File: config.mk
export PLATFORM = sky130hd
export DESIGN_NAME = type3_unit_arbiter
export DESIGN_NICKNAME = d
export VERILOG_FILES = /design/src/rtl/type3_unit_arbiter.sv
export SDC_FILE = /design/constraint.sdc
export NUM_CORES = 1
export LEC_CHECK = 0
export CAP_MARGIN = 25
export CORE_UTILIZATION = 50
export DETAILED_ROUTE_END_ITERATION = 7
export DONT_BUFFER_PORTS = 1
export PLACE_DENSITY = 0.76
export SYNTH_ARGS = -nofsm -noshare
export SYNTH_HDL_FRONTEND = slang
export SYNTH_SLANG_ARGS = --single-unit
File: constraint.sdc
create_clock -name clk -period 6 [get_ports clk]
set_input_delay 0.9 -clock clk [delete_from_list [all_inputs] [get_ports clk]]
set_output_delay 0.9 -clock clk [all_outputs]
set_load 0.005 [all_outputs]
File: src/rtl/type3_unit_arbiter.sv
// Round-robin arbiter sharing one func_type3 leaf decoder (two interleaved SPC-4
// checks over an 8-LLR node) between SC lanes A and B, with one registered response stage.
module type3_unit_arbiter #(
  parameter int LLR_W   = 6,
  parameter int LLR_NUM = 8,
  parameter int TAG_W   = 4,
  parameter int CNT_W   = 16
) (
  input  logic                     clk,
  input  logic                     rst_n,
  input  logic                     a_valid,
  output logic                     a_ready,
  input  logic [LLR_NUM*LLR_W-1:0] a_llr,
  input  logic [TAG_W-1:0]         a_tag,
  input  logic                     b_valid,
  output logic                     b_ready,
  input  logic [LLR_NUM*LLR_W-1:0] b_llr,
  input  logic [TAG_W-1:0]         b_tag,
  output logic                     rsp_valid,
  input  logic                     rsp_ready,
  output logic                     rsp_src,
  output logic [TAG_W-1:0]         rsp_tag,
  output logic [LLR_NUM-1:0]       rsp_bits,
  input  logic                     cnt_clr,
  output logic [CNT_W-1:0]         cnt_a,
  output logic [CNT_W-1:0]         cnt_b
);

  logic                     rr_ptr;
  logic                     can_accept;
  logic                     grant_a;
  logic                     grant_b;
  logic                     accept;
  logic [LLR_NUM*LLR_W-1:0] sel_llr;
  logic [LLR_W-1:0]         mag [LLR_NUM];
  logic [LLR_NUM-1:0]       hd;
  logic [LLR_NUM-1:0]       flip;
  logic [LLR_NUM-1:0]       dec_bits;

  // rr_ptr names the lane that wins when both are valid (0 = A).
  assign can_accept = !rsp_valid || rsp_ready;
  assign grant_a    = a_valid && (!b_valid || !rr_ptr);
  assign grant_b    = b_valid && (!a_valid ||  rr_ptr);
  assign a_ready    = rst_n && can_accept && grant_a;
  assign b_ready    = rst_n && can_accept && grant_b;
  assign accept     = a_ready || b_ready;
  assign sel_llr    = grant_b ? b_llr : a_llr;

  // hd/mag/flip are indexed by LLR number; LLR0 sits in the input MSBs and drives the output MSB.
  genvar gi;
  generate
    for (gi = 0; gi < LLR_NUM; gi++) begin : g_llr
      logic signed [LLR_W-1:0] llr;
      assign llr                    = sel_llr[(LLR_NUM-1-gi)*LLR_W +: LLR_W];
      assign hd[gi]                 = llr[LLR_W-1];
      assign mag[gi]                = hd[gi] ? -llr : llr;
      assign dec_bits[LLR_NUM-1-gi] = hd[gi] ^ flip[gi];
    end
  endgenerate

  logic             par;
  logic [LLR_W-1:0] best_mag;
  int               best;

  // Ascending scan with strict '<' makes the lowest index win a magnitude tie.
  always_comb begin
    flip     = '0;
    par      = 1'b0;
    best_mag = '0;
    best     = 0;
    for (int g = 0; g < 2; g++) begin
      par      = 1'b0;
      best     = g;
      best_mag = mag[g];
      for (int k = g; k < LLR_NUM; k += 2) begin
        par = par ^ hd[k];
        if (mag[k] < best_mag) begin
          best_mag = mag[k];
          best     = k;
        end
      end
      if (par) flip[best] = 1'b1;
    end
  end

  always_ff @(posedge clk or negedge rst_n) begin
    if (!rst_n) begin
      rsp_valid <= 1'b0;
      rsp_src   <= 1'b0;
      rsp_tag   <= '0;
      rsp_bits  <= '0;
      rr_ptr    <= 1'b0;
    end else if (accept) begin
      rsp_valid <= 1'b1;
      rsp_src   <= grant_b;
      rsp_tag   <= grant_b ? b_tag : a_tag;
      rsp_bits  <= dec_bits;
      rr_ptr    <= grant_a;
    end else if (rsp_ready) begin
      rsp_valid <= 1'b0;
    end
  end

  always_ff @(posedge clk or negedge rst_n) begin
    if (!rst_n) begin
      cnt_a <= '0;
      cnt_b <= '0;
    end else if (cnt_clr) begin
      cnt_a <= '0;
      cnt_b <= '0;
    end else begin
      if (a_ready && cnt_a != '1) cnt_a <= cnt_a + 1'b1;
      if (b_ready && cnt_b != '1) cnt_b <= cnt_b + 1'b1;
    end
  end

endmodule

-- Word level (Yosys, flattened, before mapping)
Index checks and enable logic that the tools add are counted.
- add/subtract/negate cells: 10
- $mul: 0
- divide/modulo/power cells: 0
- order comparisons: 10
- equality and inequality tests: 2
- shifts and indexed selects: 0
- multiplexer cells: 32
- bitwise logic cells: 15
- reductions and logical operators: 20
- operators by type and width (operator ; number):
    6-bit 2-to-1 mux ; 12
    32-bit by 1-bit >= comparator with 1-bit output, second input constant ; 2
    32-bit by 5-bit < comparator with 1-bit output, second input constant ; 2
    16-bit 2-to-1 mux ; 4
    32-bit 2-to-1 mux ; 2
    48-bit 2-to-1 mux ; 1
    6-bit negation ; 8
    6-bit < comparator ; 6
    16-bit by 1-bit adder with 16-bit output, second input constant ; 2
    16-bit inequality test, second input constant ; 2
    8-bit 2-to-1 mux ; 2
    1-bit bitwise XOR ; 14
    1-bit logical AND ; 9
    8-bit bitwise OR ; 1
    1-bit demux with 3-bit select ; 2
    3-bit 2-to-1 mux ; 2
    2-bit nonzero test ; 3
    1-bit logical NOT ; 4
    1-bit logical OR ; 4
    1-bit 2-to-1 mux ; 4
    2-bit 2-to-1 mux ; 2
    4-bit 2-to-1 mux ; 1
- bits in registers: 47
- bits in latches: 0
- memory bits (writable): 0
- ROM bits: 0
- bits of input ports: 110
- output and inout bits: 48
- logic and storage cells: 96
- memories: 0

-- Longest topological paths before layout
- depth after elaboration: 20
- mapped depth: 35
- mapped depth without buffers: 32

-- Worst setup path after synthesis
Ideal clock, no wire load.
- kind: input port to flip-flop
- start: input a_valid
- end: register rsp_bits[3]
- library setup time: 0.122 ns
- data arrival time: 6.488 ns
- required time: 5.878 ns
- path slack: -0.610 ns
- stages on the path: 34
- buffers on the path: 4
- cell sequence: nand2b_2 > nand2_2 > buf_6 > buf_6 > buf_6 > mux2i_1 > ha_1 > nor2_1 > xnor2_1 > inv_1 > ha_1 > a21o_1 > a21oi_1 > o31ai_2 > a21oi_1 > a21oi_1 > a21oi_4 > mux2i_1 > ha_1 > a21o_1 > a21o_1 > a21oi_1 > and3b_1 > o21ai_1 > buf_2 > a31o_2 > ha_1 > a21o_1 > a21o_1 > a221oi_2 > o31ai_2 > and2_1 > a21oi_1 > nor3b_2
- longest elaborated chain between the ends: 20
- elaborated cells between the ends (all ways): 60
- those cells by class: 8 x add/sub; 10 x order compare; 25 x mux; 8 x bitwise; 9 x reduce/logical
- RTL lines (item ; RTL line ; source):
    start: declaration ; 11 ; input logic a_valid,
    1-bit logical NOT ; 43 ; assign grant_b = b_valid && (!a_valid || rr_ptr);
    1-bit logical OR ; 43 ;
    1-bit logical AND ; 43 ;
    48-bit 2-to-1 mux ; 47 ; assign sel_llr = grant_b ? b_llr : a_llr;
    6-bit negation ; 56 ; assign mag[gi] = hd[gi] ? -llr : llr;
    6-bit 2-to-1 mux ; 56 ;
    6-bit < comparator ; 77 ; if (mag[k] < best_mag) begin
    6-bit 2-to-1 mux ; 77 ;
    [4 not listed] ; -- ;
    32-bit by 1-bit >= comparator with 1-bit output (implied by the code) or 32-bit by 5-bit < comparator with 1-bit output (tied branches) ; 82 ; if (par) flip[best] = 1'b1;
    1-bit logical AND (implied by the code) ; 82 ;
    1-bit 2-to-1 mux (implied by the code) ; 82 ;
    1-bit demux with 3-bit select ; 82 ;
    8-bit 2-to-1 mux ; 82 ;
    8-bit bitwise OR (no source line) ; -- ;
    8-bit 2-to-1 mux ; 82 ;
    1-bit bitwise XOR ; 57 ; assign dec_bits[LLR_NUM-1-gi] = hd[gi] ^ flip[gi];
    end signal: assignment ; 97 ; rsp_bits <= dec_bits;
    end: declaration ; 23 ; output logic [LLR_NUM-1:0] rsp_bits,
Parallel ways exist; a longest one is shown, timed or not.
A chain may end at the register's enable or synchronous reset.

-- Worst setup path after layout
- start: input a_valid
- end: register rsp_bits[4]
The elaborated chain is that of the path after synthesis.

==> flow_metrics.env <==
export IMPL_status="finished, violations left"
export IMPL_failed_checks="setup timing"
export IMPL_slew_violations=0
export IMPL_start_kind="input port"
export IMPL_drive_above_1_share_pct=30.9
export IMPL_drcViolationCount=0
export IMPL_cp_slowest_cell="mux2i_2"
export IMPL_fmax_ghz=0.165
export IMPL_rsz0062_at_grt="true"
export IMPL_tightestPinTransition_ns=0.709
export IMPL_root_buffer="clkbuf_8"
export IMPL_synth_area_per_cell_um2=8.34
export IMPL_p_leak_nw=2.81
export IMPL_critPathMostFrequentCell="a21o_1"
export IMPL_max_cap_viol_count=0
export IMPL_cts_path_max_buffers=2
export IMPL_syn_area_mm2=0.00511
export IMPL_start_util_pct=52.0
export IMPL_setup_violations=5
export IMPL_die_w_um=103
export IMPL_die_y_um=103
export IMPL_avgRoutedWirePerCell_um=17.7
export IMPL_cellInternalPower_mw=1.29
export IMPL_ir_drop_mv=0.145
export IMPL_min_path_type="input port to async pin"
export IMPL_final_common_cell="buf_4"
export IMPL_power_share_clock_pct=9.1
export IMPL_clk_pin_slew_ns=0.09
export IMPL_synth_cells=612
export IMPL_cts_num_sinks=47
export IMPL_cts_tree="built"
export IMPL_final_nets=842
export IMPL_slew_headroom_pct=51.4
export IMPL_synth_distinct_cells=59
export IMPL_clock_latency_ns=0.30
export IMPL_grt_pass1_wl_um=22200
export IMPL_core_mm2=0.00982
export IMPL_cts_buffers=5
export IMPL_gr_total_overflow=0
export IMPL_dieArea_mm2=0.0106
export IMPL_fin_util_pct=67.9
export IMPL_required_ns=6.18
export IMPL_routed_wl_um=14600
export IMPL_antenna_found_initial=0
export IMPL_pin_count=158
export IMPL_grt_pass1_vias=4875
export IMPL_yosysSeqAreaShare_pct=23.0
export IMPL_htree_levels=2
export IMPL_seq_power_share_pct=18.2
export IMPL_antenna_cells=0
export IMPL_dp_hpwl_um=11200
export IMPL_switching_share_pct=42.2
export IMPL_p_switching_mw=0.944
export IMPL_ys_warn_count=0
export IMPL_yosys_most_used_dff="dfrtp_1"
export IMPL_num_fill_cells=788
export IMPL_fin_crit_sh_pct=101
export IMPL_via_per_inst=6.00
export IMPL_layout_common_cells="81 x buf_4, 73 x nor2_1, 47 x dfrtp_1, 43 x nand2_1, 34 x mux2i_1"
export IMPL_syn_num_nets=760
export IMPL_grt_max_degree=50
export IMPL_path_max_fanout=8
export IMPL_async_flop_share_pct=100
export IMPL_worstSetupPathType="input port to flip-flop"
export IMPL_vias=4970
export IMPL_finalClockSkew_ns=0.00922
export IMPL_cp_arrival_ns=6.25
export IMPL_holdWs_ns=0.284
export IMPL_worst_slack_ns=-0.0710
export IMPL_postRouteAntennaNets=0
export IMPL_first_iter_violations=195
export IMPL_drt_first_pass_iters=4
export IMPL_hold_viol_final=0
export IMPL_ys_ff_latch=47
export IMPL_place_congestion=0.916
export IMPL_area_growth_pct=30.6
export IMPL_synth_edff_count=0
export IMPL_p_comb_share_pct=72.7
export IMPL_cpPeakStageDelay_ns=0.29
export IMPL_fin_crit_ns=6.07
export IMPL_powerDensity_mw_per_mm2=335
export IMPL_cp_end_kind="flip-flop"
export IMPL_rows=36
export IMPL_numPortBuffers=0
export IMPL_cts_hold_buffers=0
export IMPL_grt_total_usage_pct=26.1
path summary, 6_finish.rpt:
kind / from / endpoint / slack, ns / cells after the start
max in group asynchronous: rst_n / cnt_a[4] / 5.62 / 0
min: rst_n / cnt_b[8] / 0.28 / 0
min in group clk: rsp_src / rsp_src / 0.55 / 1
max: a_valid / rsp_bits[4] / -0.07 / 31
max reg2reg: rr_ptr / rsp_bits[4] / 0.01 / 31
min reg2reg: rsp_src / rsp_src / 0.55 / 1
cell families after synthesis:
family,share of synthesized area (%)
compound gates,17.1
xor+xnor,8.92
fa+ha+maj,9.31
buf+inv,3.55
flops,23.0
mux,13.6
simple gates,24.4
power by group through the flow:
stage	registers (mW)	clock network [mW]	logic [mW]
3_5_place_dp	0.414	0	1.32
6_report	0.407	0.202	1.63
5_1_grt	0.413	0.224	1.76
2_1_floorplan	0.392	0	0.956
3_3_place_gp	0.413	0	1.27
4_1_cts	0.408	0.207	1.36
cells in the mapped netlist (all sizes together), types with 12 or more instances:
cell / count / area share [%]
o21ai: 20 / 2.0
nand2: 47 / 3.5
nor2: 80 / 6.0
a21oi: 47 / 5.3
nand3: 30 / 2.9
ha: 38 / 9.3
xor2: 22 / 3.8
nor3: 30 / 2.9
inv: 23 / 1.7
dfrtp: 47 / 23
a31oi: 12 / 1.5
mux2i: 55 / 11
xnor2: 30 / 5.1
critical path: cells and delay by family:
family	cells	cell delay (ns)
AO/OA/AOI/OAI	15	2.44
buffers and inverters	1	0.12
multiplexers	3	0.73
adder cells (fa/ha/maj)	4	0.92
AND/OR/NAND/NOR	7	0.85
XOR/XNOR	1	0.28
final cells by class:
class | count | area [um^2] | share of cell area, %
sequential | 47 | 1180 | 17.6
inverter | 23 | 86.3 | 1.29
tap | 133 | 166 | 2.49
clock inverter | 2 | 16.3 | 0.244
multi-input combinational | 528 | 4430 | 66.4
clock buffer | 6 | 82.6 | 1.24
timing repair buffer | 89 | 711 | 10.7
stage by stage:
step                      power, mW  worst slack (ns)  cell area [um^2]  setup TNS (ns)  cells
after floorplan                1.35            -0.297              5330           -1.91    612
after global placement         1.68            -0.258              5920           -1.55    802
final                          2.23           -0.0710              6670          -0.209    828
after CTS                      1.98           0.00757              6130               0    819
after detailed placement       1.73            -0.511              5920           -3.55    802
after global routing           2.40            -0.323              6670           -1.87    828
metal layers:
layer / GRT usage (%) / share of wire [%] / vias up
met4: 5.74 / 1.6 / 0
met2: 46.7 / 49 / 180
met1: 32.6 / 42 / 2365
li1: - / - / 2405
met5: 0 / 0 / -
met3: 4.61 / 7.1 / 20
registers in the layout, summed over array words and instances (netlist names):
signal and cells:
cnt_a 16, rsp_tag 4, cnt_b 16, rr_ptr 1
rsp_bits 8, rsp_valid 1, rsp_src 1
repair_timing:
action,CTS,global route
setup endpoints to repair,8,8
cloned,2,0
setup buffers,7,9
pin swaps,9,46
gates resized for setup,9,76
Power figures use the tool's default switching activity.
